**config.mk**
```make
export PLATFORM = sky130hd
export DESIGN_NAME = mips_mem_port_arbiter
export DESIGN_NICKNAME = d
export VERILOG_FILES = /design/src/rtl/mips_arb_pkg.sv /design/src/rtl/mips_arb_fair_ctr.sv /design/src/rtl/mips_mem_port_arbiter.sv
export SDC_FILE = /design/constraint.sdc
export NUM_CORES = 1
export LEC_CHECK = 0
export CAP_MARGIN = 0
export CORE_MARGIN = 4
export CORE_UTILIZATION = 38
export DETAILED_ROUTE_END_ITERATION = 16
export HOLD_SLACK_MARGIN = 0.06
export PLACE_DENSITY_LB_ADDON = 0.3
export SETUP_SLACK_MARGIN = 0.2
export SKIP_CTS_REPAIR_TIMING = 1
export SLEW_MARGIN = 20
export SYNTH_ARGS = -nofsm -noshare
export SYNTH_HDL_FRONTEND = slang
export SYNTH_HIERARCHICAL = 1
export SYNTH_SLANG_ARGS = --single-unit
```
**constraint.sdc**
```tcl
create_clock -name clk1 -period 1.4 [get_ports clk1]
set_input_delay 0.28 -clock clk1 [delete_from_list [all_inputs] [get_ports clk1]]
set_output_delay 0.28 -clock clk1 [all_outputs]
set_load 0.05 [all_outputs]
```
**src/rtl/mips_arb_pkg.sv**
```systemverilog
// Shared types and counter width for the MIPS unified-memory port arbiter.
package mips_arb_pkg;

  localparam int unsigned CntW = 4;

  typedef enum logic [1:0] {
    StIdle,
    StIssue,
    StWait,
    StResp
  } arb_state_t;

  typedef enum logic [1:0] {
    OwnNone,
    OwnIf,
    OwnDm
  } arb_owner_t;

endpackage

```
**src/rtl/mips_arb_fair_ctr.sv**
```systemverilog
// Fetch starvation counter: counts data grants given while fetch waits and
// raises force_if_o once StarveMax of them have gone by without a fetch grant.
module mips_arb_fair_ctr
  import mips_arb_pkg::*;
#(
  parameter int unsigned StarveMax = 4
) (
  input  logic clk_i,
  input  logic rst_i,
  input  logic if_req_i,
  input  logic if_gnt_i,
  input  logic dm_gnt_i,
  output logic force_if_o
);

  localparam logic [CntW-1:0] MaxCnt = CntW'(StarveMax);

  logic [CntW-1:0] cnt_d, cnt_q;

  always_comb begin
    cnt_d = cnt_q;
    if (if_gnt_i) begin
      cnt_d = '0;
    end else if (dm_gnt_i && if_req_i && (cnt_q != MaxCnt)) begin
      cnt_d = cnt_q + 1'b1;
    end
  end

  always_ff @(posedge clk_i) begin
    if (rst_i) begin
      cnt_q <= '0;
    end else begin
      cnt_q <= cnt_d;
    end
  end

  assign force_if_o = (cnt_q == MaxCnt);

endmodule

```
**src/rtl/mips_mem_port_arbiter.sv**
```systemverilog
// Shares the single-ported unified memory between fetch and data requesters.
// Build option: define MEM_ARB_FAIRNESS_EN to bound fetch starvation under data traffic.
module mips_mem_port_arbiter
  import mips_arb_pkg::*;
#(
  parameter int unsigned ADDR_W     = 10,
  parameter int unsigned DATA_W     = 32,
  parameter int unsigned MEM_LAT    = 2,
  parameter int unsigned STARVE_MAX = 4
) (
  input  logic              clk1,
  input  logic              reset,
  input  logic              if_req,
  input  logic [ADDR_W-1:0] if_addr,
  input  logic              if_kill,
  output logic              if_gnt,
  output logic              if_rvalid,
  output logic [DATA_W-1:0] if_rdata,
  input  logic              dm_req,
  input  logic              dm_we,
  input  logic [ADDR_W-1:0] dm_addr,
  input  logic [DATA_W-1:0] dm_wdata,
  output logic              dm_gnt,
  output logic              dm_rvalid,
  output logic [DATA_W-1:0] dm_rdata,
  output logic              mem_en,
  output logic              mem_we,
  output logic [ADDR_W-1:0] mem_addr,
  output logic [DATA_W-1:0] mem_wdata,
  input  logic [DATA_W-1:0] mem_rdata,
  output logic              busy
);

  if (MEM_LAT < 1 || MEM_LAT > 15) begin : g_bad_mem_lat
    $error("MEM_LAT must be in 1..15");
  end
  if (STARVE_MAX < 1 || STARVE_MAX > 15) begin : g_bad_starve_max
    $error("STARVE_MAX must be in 1..15");
  end

  arb_state_t        state_d, state_q;
  arb_owner_t        owner_d, owner_q;
  logic [CntW-1:0]   cnt_d, cnt_q;
  logic              kill_d, kill_q;
  logic              if_gnt_d, if_gnt_q, dm_gnt_d, dm_gnt_q;
  logic              mem_en_d, mem_en_q, mem_we_d, mem_we_q;
  logic [ADDR_W-1:0] mem_addr_d, mem_addr_q;
  logic [DATA_W-1:0] mem_wdata_d, mem_wdata_q;
  logic              if_rvalid_d, if_rvalid_q, dm_rvalid_d, dm_rvalid_q;
  logic [DATA_W-1:0] if_rdata_d, if_rdata_q, dm_rdata_d, dm_rdata_q;
  logic              force_if;
  logic              pick_if;

`ifdef MEM_ARB_FAIRNESS_EN
  mips_arb_fair_ctr #(
    .StarveMax(STARVE_MAX)
  ) u_fair_ctr (
    .clk_i     (clk1),
    .rst_i     (reset),
    .if_req_i  (if_req),
    .if_gnt_i  (if_gnt_d),
    .dm_gnt_i  (dm_gnt_d),
    .force_if_o(force_if)
  );
`else
  assign force_if = 1'b0;
`endif

  always_comb begin
    state_d     = state_q;
    owner_d     = owner_q;
    cnt_d       = cnt_q;
    // A kill seen anywhere in a fetch access sticks until the next access starts.
    kill_d      = kill_q | (if_kill && (owner_q == OwnIf) && (state_q != StIdle));
    if_gnt_d    = 1'b0;
    dm_gnt_d    = 1'b0;
    mem_en_d    = 1'b0;
    mem_we_d    = mem_we_q;
    mem_addr_d  = mem_addr_q;
    mem_wdata_d = mem_wdata_q;
    if_rvalid_d = 1'b0;
    dm_rvalid_d = 1'b0;
    if_rdata_d  = if_rdata_q;
    dm_rdata_d  = dm_rdata_q;
    pick_if     = if_req && (!dm_req || force_if);

    unique case (state_q)
      StIdle, StResp: begin
        if (if_req || dm_req) begin
          state_d  = StIssue;
          kill_d   = 1'b0;
          mem_en_d = 1'b1;
          if (pick_if) begin
            owner_d     = OwnIf;
            if_gnt_d    = 1'b1;
            mem_we_d    = 1'b0;
            mem_addr_d  = if_addr;
            mem_wdata_d = '0;
          end else begin
            owner_d     = OwnDm;
            dm_gnt_d    = 1'b1;
            mem_we_d    = dm_we;
            mem_addr_d  = dm_addr;
            mem_wdata_d = dm_wdata;
          end
        end else if (state_q == StResp) begin
          state_d = StIdle;
          owner_d = OwnNone;
          kill_d  = 1'b0;
        end
      end
      StIssue: begin
        state_d = StWait;
        cnt_d   = CntW'(MEM_LAT - 1);
      end
      StWait: begin
        if (cnt_q == '0) begin
          state_d = StResp;
          if (owner_q == OwnIf) begin
            if_rvalid_d = 1'b1;
            if_rdata_d  = mem_rdata;
          end else begin
            dm_rvalid_d = 1'b1;
            dm_rdata_d  = mem_we_q ? '0 : mem_rdata;
          end
        end else begin
          cnt_d = cnt_q - 1'b1;
        end
      end
      default: state_d = StIdle;
    endcase
  end

  always_ff @(posedge clk1) begin
    if (reset) begin
      state_q     <= StIdle;
      owner_q     <= OwnNone;
      cnt_q       <= '0;
      kill_q      <= 1'b0;
      if_gnt_q    <= 1'b0;
      dm_gnt_q    <= 1'b0;
      mem_en_q    <= 1'b0;
      mem_we_q    <= 1'b0;
      mem_addr_q  <= '0;
      mem_wdata_q <= '0;
      if_rvalid_q <= 1'b0;
      dm_rvalid_q <= 1'b0;
      if_rdata_q  <= '0;
      dm_rdata_q  <= '0;
    end else begin
      state_q     <= state_d;
      owner_q     <= owner_d;
      cnt_q       <= cnt_d;
      kill_q      <= kill_d;
      if_gnt_q    <= if_gnt_d;
      dm_gnt_q    <= dm_gnt_d;
      mem_en_q    <= mem_en_d;
      mem_we_q    <= mem_we_d;
      mem_addr_q  <= mem_addr_d;
      mem_wdata_q <= mem_wdata_d;
      if_rvalid_q <= if_rvalid_d;
      dm_rvalid_q <= dm_rvalid_d;
      if_rdata_q  <= if_rdata_d;
      dm_rdata_q  <= dm_rdata_d;
    end
  end

  assign if_gnt    = if_gnt_q;
  assign dm_gnt    = dm_gnt_q;
  assign mem_en    = mem_en_q;
  assign mem_we    = mem_we_q;
  assign mem_addr  = mem_addr_q;
  assign mem_wdata = mem_wdata_q;
  // Same-cycle kill must also hide a response already on its way out.
  assign if_rvalid = if_rvalid_q & ~kill_q & ~if_kill;
  assign if_rdata  = if_rdata_q;
  assign dm_rvalid = dm_rvalid_q;
  assign dm_rdata  = dm_rdata_q;
  assign busy      = (state_q != StIdle);

endmodule

```
==> flow_summary_export.csv <==
group,metric,value,unit
clocking,clockBufferDepth,2,
worst_setup_path,critical_path.top_delay_family,"compound AO/OA/AOI/OAI gates",
global_route,grt_overflow,0,
placed_design,dp_slack,-207,ps
clocking,root_buffer,"clkbuf_16",
final_layout,layout-drive-gt1-share,0.514,
clocking,clk_transition_reported_paths,60,ps
worst_setup_path,r2r_setup_slack,-90,ps
detailed_routing,vias,4824,
synth,synth_area_leader_cell,"dfxtp_1",
final_layout,num-fill-cells,704,
global_route,grt_util_all_layers,0.208,
synth,post-synth-top-count-cell,"dfxtp_1",
worst_setup_path,r2r_end,"dm_rdata[5]",
detailed_routing,post-route-drc-count,0,
hold_path,hp-start,"reset",
status,violations,"negative setup slack",
sta,post-route-period-util,1.06,
power,peakVddDrop,1.43,mV
power,combPwrFrac,0.457,
sta,hold_viol,0,
final_layout,num-nets-final,797,
sta,grt_setup_unrepaired,"yes",
detailed_routing,firstDrtPassIters,5,
status,status,"finished with violations",
global_route,grt_pass1_wl,23700,µm
detailed_routing,wirelength,16900,µm
sta,finalSetupViolCount,61,
placed_design,place_congestion,0.745,
floorplanning,die_w,118,µm
clocking,htree_num_levels,4,
synth,synth_nets,580,
placed_design,dp_hpwl,10200,µm
worst_setup_path,cp-start-kind,"register",
sta,timing.slew.headroom,0.781,
synth,yosys.area.top_type_share,0.523,
placed_design,portBuffers,202,
detailed_routing,ant_nets,0,
power,p_int,0.0112,W
sta,max_freq,0.673,GHz
hold_path,hold_class,"input port to register",
floorplanning,initial_utilization,0.387,
power,switchingPower,0.00636,W
synth,synth.cells.most_frequent,"dfxtp_1 (121), a21oi_1 (69), o21ai_0 (67)",
clocking,clkLatencyLatePin,410,ps
floorplanning,coreArea,0.0120,mm²
synth,synth_enable_flop_cells,0,
synth,ys_seq_area_frac,0.523,
hold_path,hold_end,"mem_addr[9]",
synth,synth_area,0.00463,mm²
worst_setup_path,critPathBufInv,2,
global_route,antenna_found_initial,0,
synth,synth_warnings,6,
detailed_routing,vias_per_cell,5.59,
sta,min_period,1490,ps
job,cap_violations,0,
power,power.leakage,3.45,nW
synth,ys_types,37,
worst_setup_path,critPathMaxStageDelay,320,ps
floorplanning,io_pins,203,
worst_setup_path,cp-end-kind,"register",
detailed_routing,avgRoutedWirePerCell,19.6,µm
power,p_clk_frac,0.270,
floorplanning,die-height,118,µm
hold_path,min_path_cells,2,
power,finalPower,0.0176,W
sta,skew,6.29,ps
clocking,cts.sinks,121,
worst_setup_path,crit_chain,"inv_2 > ha_4 > nand4bb_2 > buf_12 > o21ai_0 > a21oi_2",
worst_setup_path,r2r_cells,6,
synth,ys.flop_type,"dfxtp_1",
worst_setup_path,criticalPathCategory,"register to register",
final_layout,diodes,0,
synth,synth_cells,486,
clocking,cts_buffers,17,
power,p_seq_frac,0.272,
detailed_routing,first_iter_violations,509,
power,p_per_area,1870,mW/mm²
power,p_sw_frac,0.362,
synth,synth_area_leaders,"dfxtp_1 (52%), a21oi_1 (7.5%), o21ai_0 (7.2%)",
synth,ys_ff_latch,121,
clocking,cts_tree,"done",
sta,final_max_slew_viol_count,0,
worst_setup_path,critPathArrivalTime,1770,ps
sta,tightest_slew,325,ps
worst_setup_path,crit_path_top_delay_cell,"dfxtp_2",
global_route,grt_pass1_vias,4729,
floorplanning,row_count,40,
floorplanning,dieArea,0.0140,mm²
synth,synthArstFlopShare,0,
worst_setup_path,critPathLaunch,"cnt_q[1]",
worst_setup_path,rr_startpoint,"cnt_q[1]",
worst_setup_path,cp.required,1690,ps
final_layout,area_growth,102,%
worst_setup_path,crit_fanout,56,
global_route,grt_max_degree,67,
synth,syn_avg_cell_area,9.53,µm²
sta,setup_ws,-85.7,ps
## power groups by stage
stage                     Clock (W)  Combinational (W)  Sequential (W)
after floorplan                   0            0.00257         0.00616
after global placement            0            0.00716         0.00470
after detailed placement          0            0.00733         0.00472
after CTS                   0.00479            0.00737         0.00467
after global routing        0.00496            0.00841         0.00484
final                       0.00475            0.00803         0.00478
## kinds of logic (layout without fill, tap and decap cells)
family,after synthesis,after routing,share of synthesized area
simple gates,102,102,0.142
compound gates,189,189,0.245
buf+inv,60,290,0.0570
flops,121,121,0.523
fa+ha+maj,4,4,0.0108
mux,10,10,0.0216
## sequential cells by signal, summed over array words and instances (netlist names), 2 cells and up
register,count
owner_q,2
state_q,2
mem_wdata,32
if_rdata,32
dm_rdata,32
mem_addr,10
cnt_q,4
## metal layers
layer	part of all wire	up-vias	global-route usage
met2	0.51	236	0.356
met1	0.38	2322	0.232
met3	0.085	33	0.0842
met4	0.025	0	0.0768
met5	0	-	0
li1	-	2233	-
## stage by stage
stage | util | std cells | setup TNS [ps] | cell area [µm²] | hold slack, ps
floorplan | - | 486 | 0 | 4890 | 411
global placement | 0.684 | 809 | -6340 | 8180 | 487
detailed placement | 0.684 | 809 | -8620 | 8180 | 501
CTS | 0.738 | 841 | -2720 | 8830 | 158
global route | 0.784 | 863 | -7520 | 9370 | 178
finish | 0.784 | 863 | -2560 | 9370 | 171
## layout by cell type, fill, tap and decap left out, types with 7 or more instances in the layout
master           instances
a21oi_2                 20
nand3_2                 12
buf_12                 122
o21ai_0                 55
a22o_1                  33
dfxtp_1                  7
mux2i_1                 10
nand4b_1                32
o21ai_1                 12
nand3_1                 21
nor2_1                  13
dfxtp_2                107
clkdlybuf4s50_1         87
buf_4                   30
a21oi_1                 49
dfxtp_4                  7
clkbuf_16               21
## worst max-delay path by stage
| stage | to | slack (ps) | cells after the start |
|---|---|---|---|
| after detailed placement | mem_addr[4] | -210 | 6 |
| after floorplan | dm_rdata[29] | 20 | 8 |
| after global placement | mem_addr[9] | -150 | 5 |
| after global routing | mem_addr[3] | -130 | 6 |
| final | dm_rdata[5] | -90 | 6 |
| after CTS | busy | -140 | 4 |
## worst reg2reg max path: stages, from the launching register on
cell	delay [ps]
dfxtp_2	320
inv_2	70
ha_4	160
nand4bb_2	170
buf_12	230
o21ai_0	320
a21oi_2	100
## cell type report
type,count,area (µm²),area share
clock buffer,25,515,0.0550
inverter,8,35.0,0.00374
tap,147,184,0.0196
timing repair buffer,250,3710,0.396
multi-input combinational,305,2210,0.236
clock inverter,7,135,0.0144
sequential,121,2580,0.275
Power figures use the tool's default switching activity.
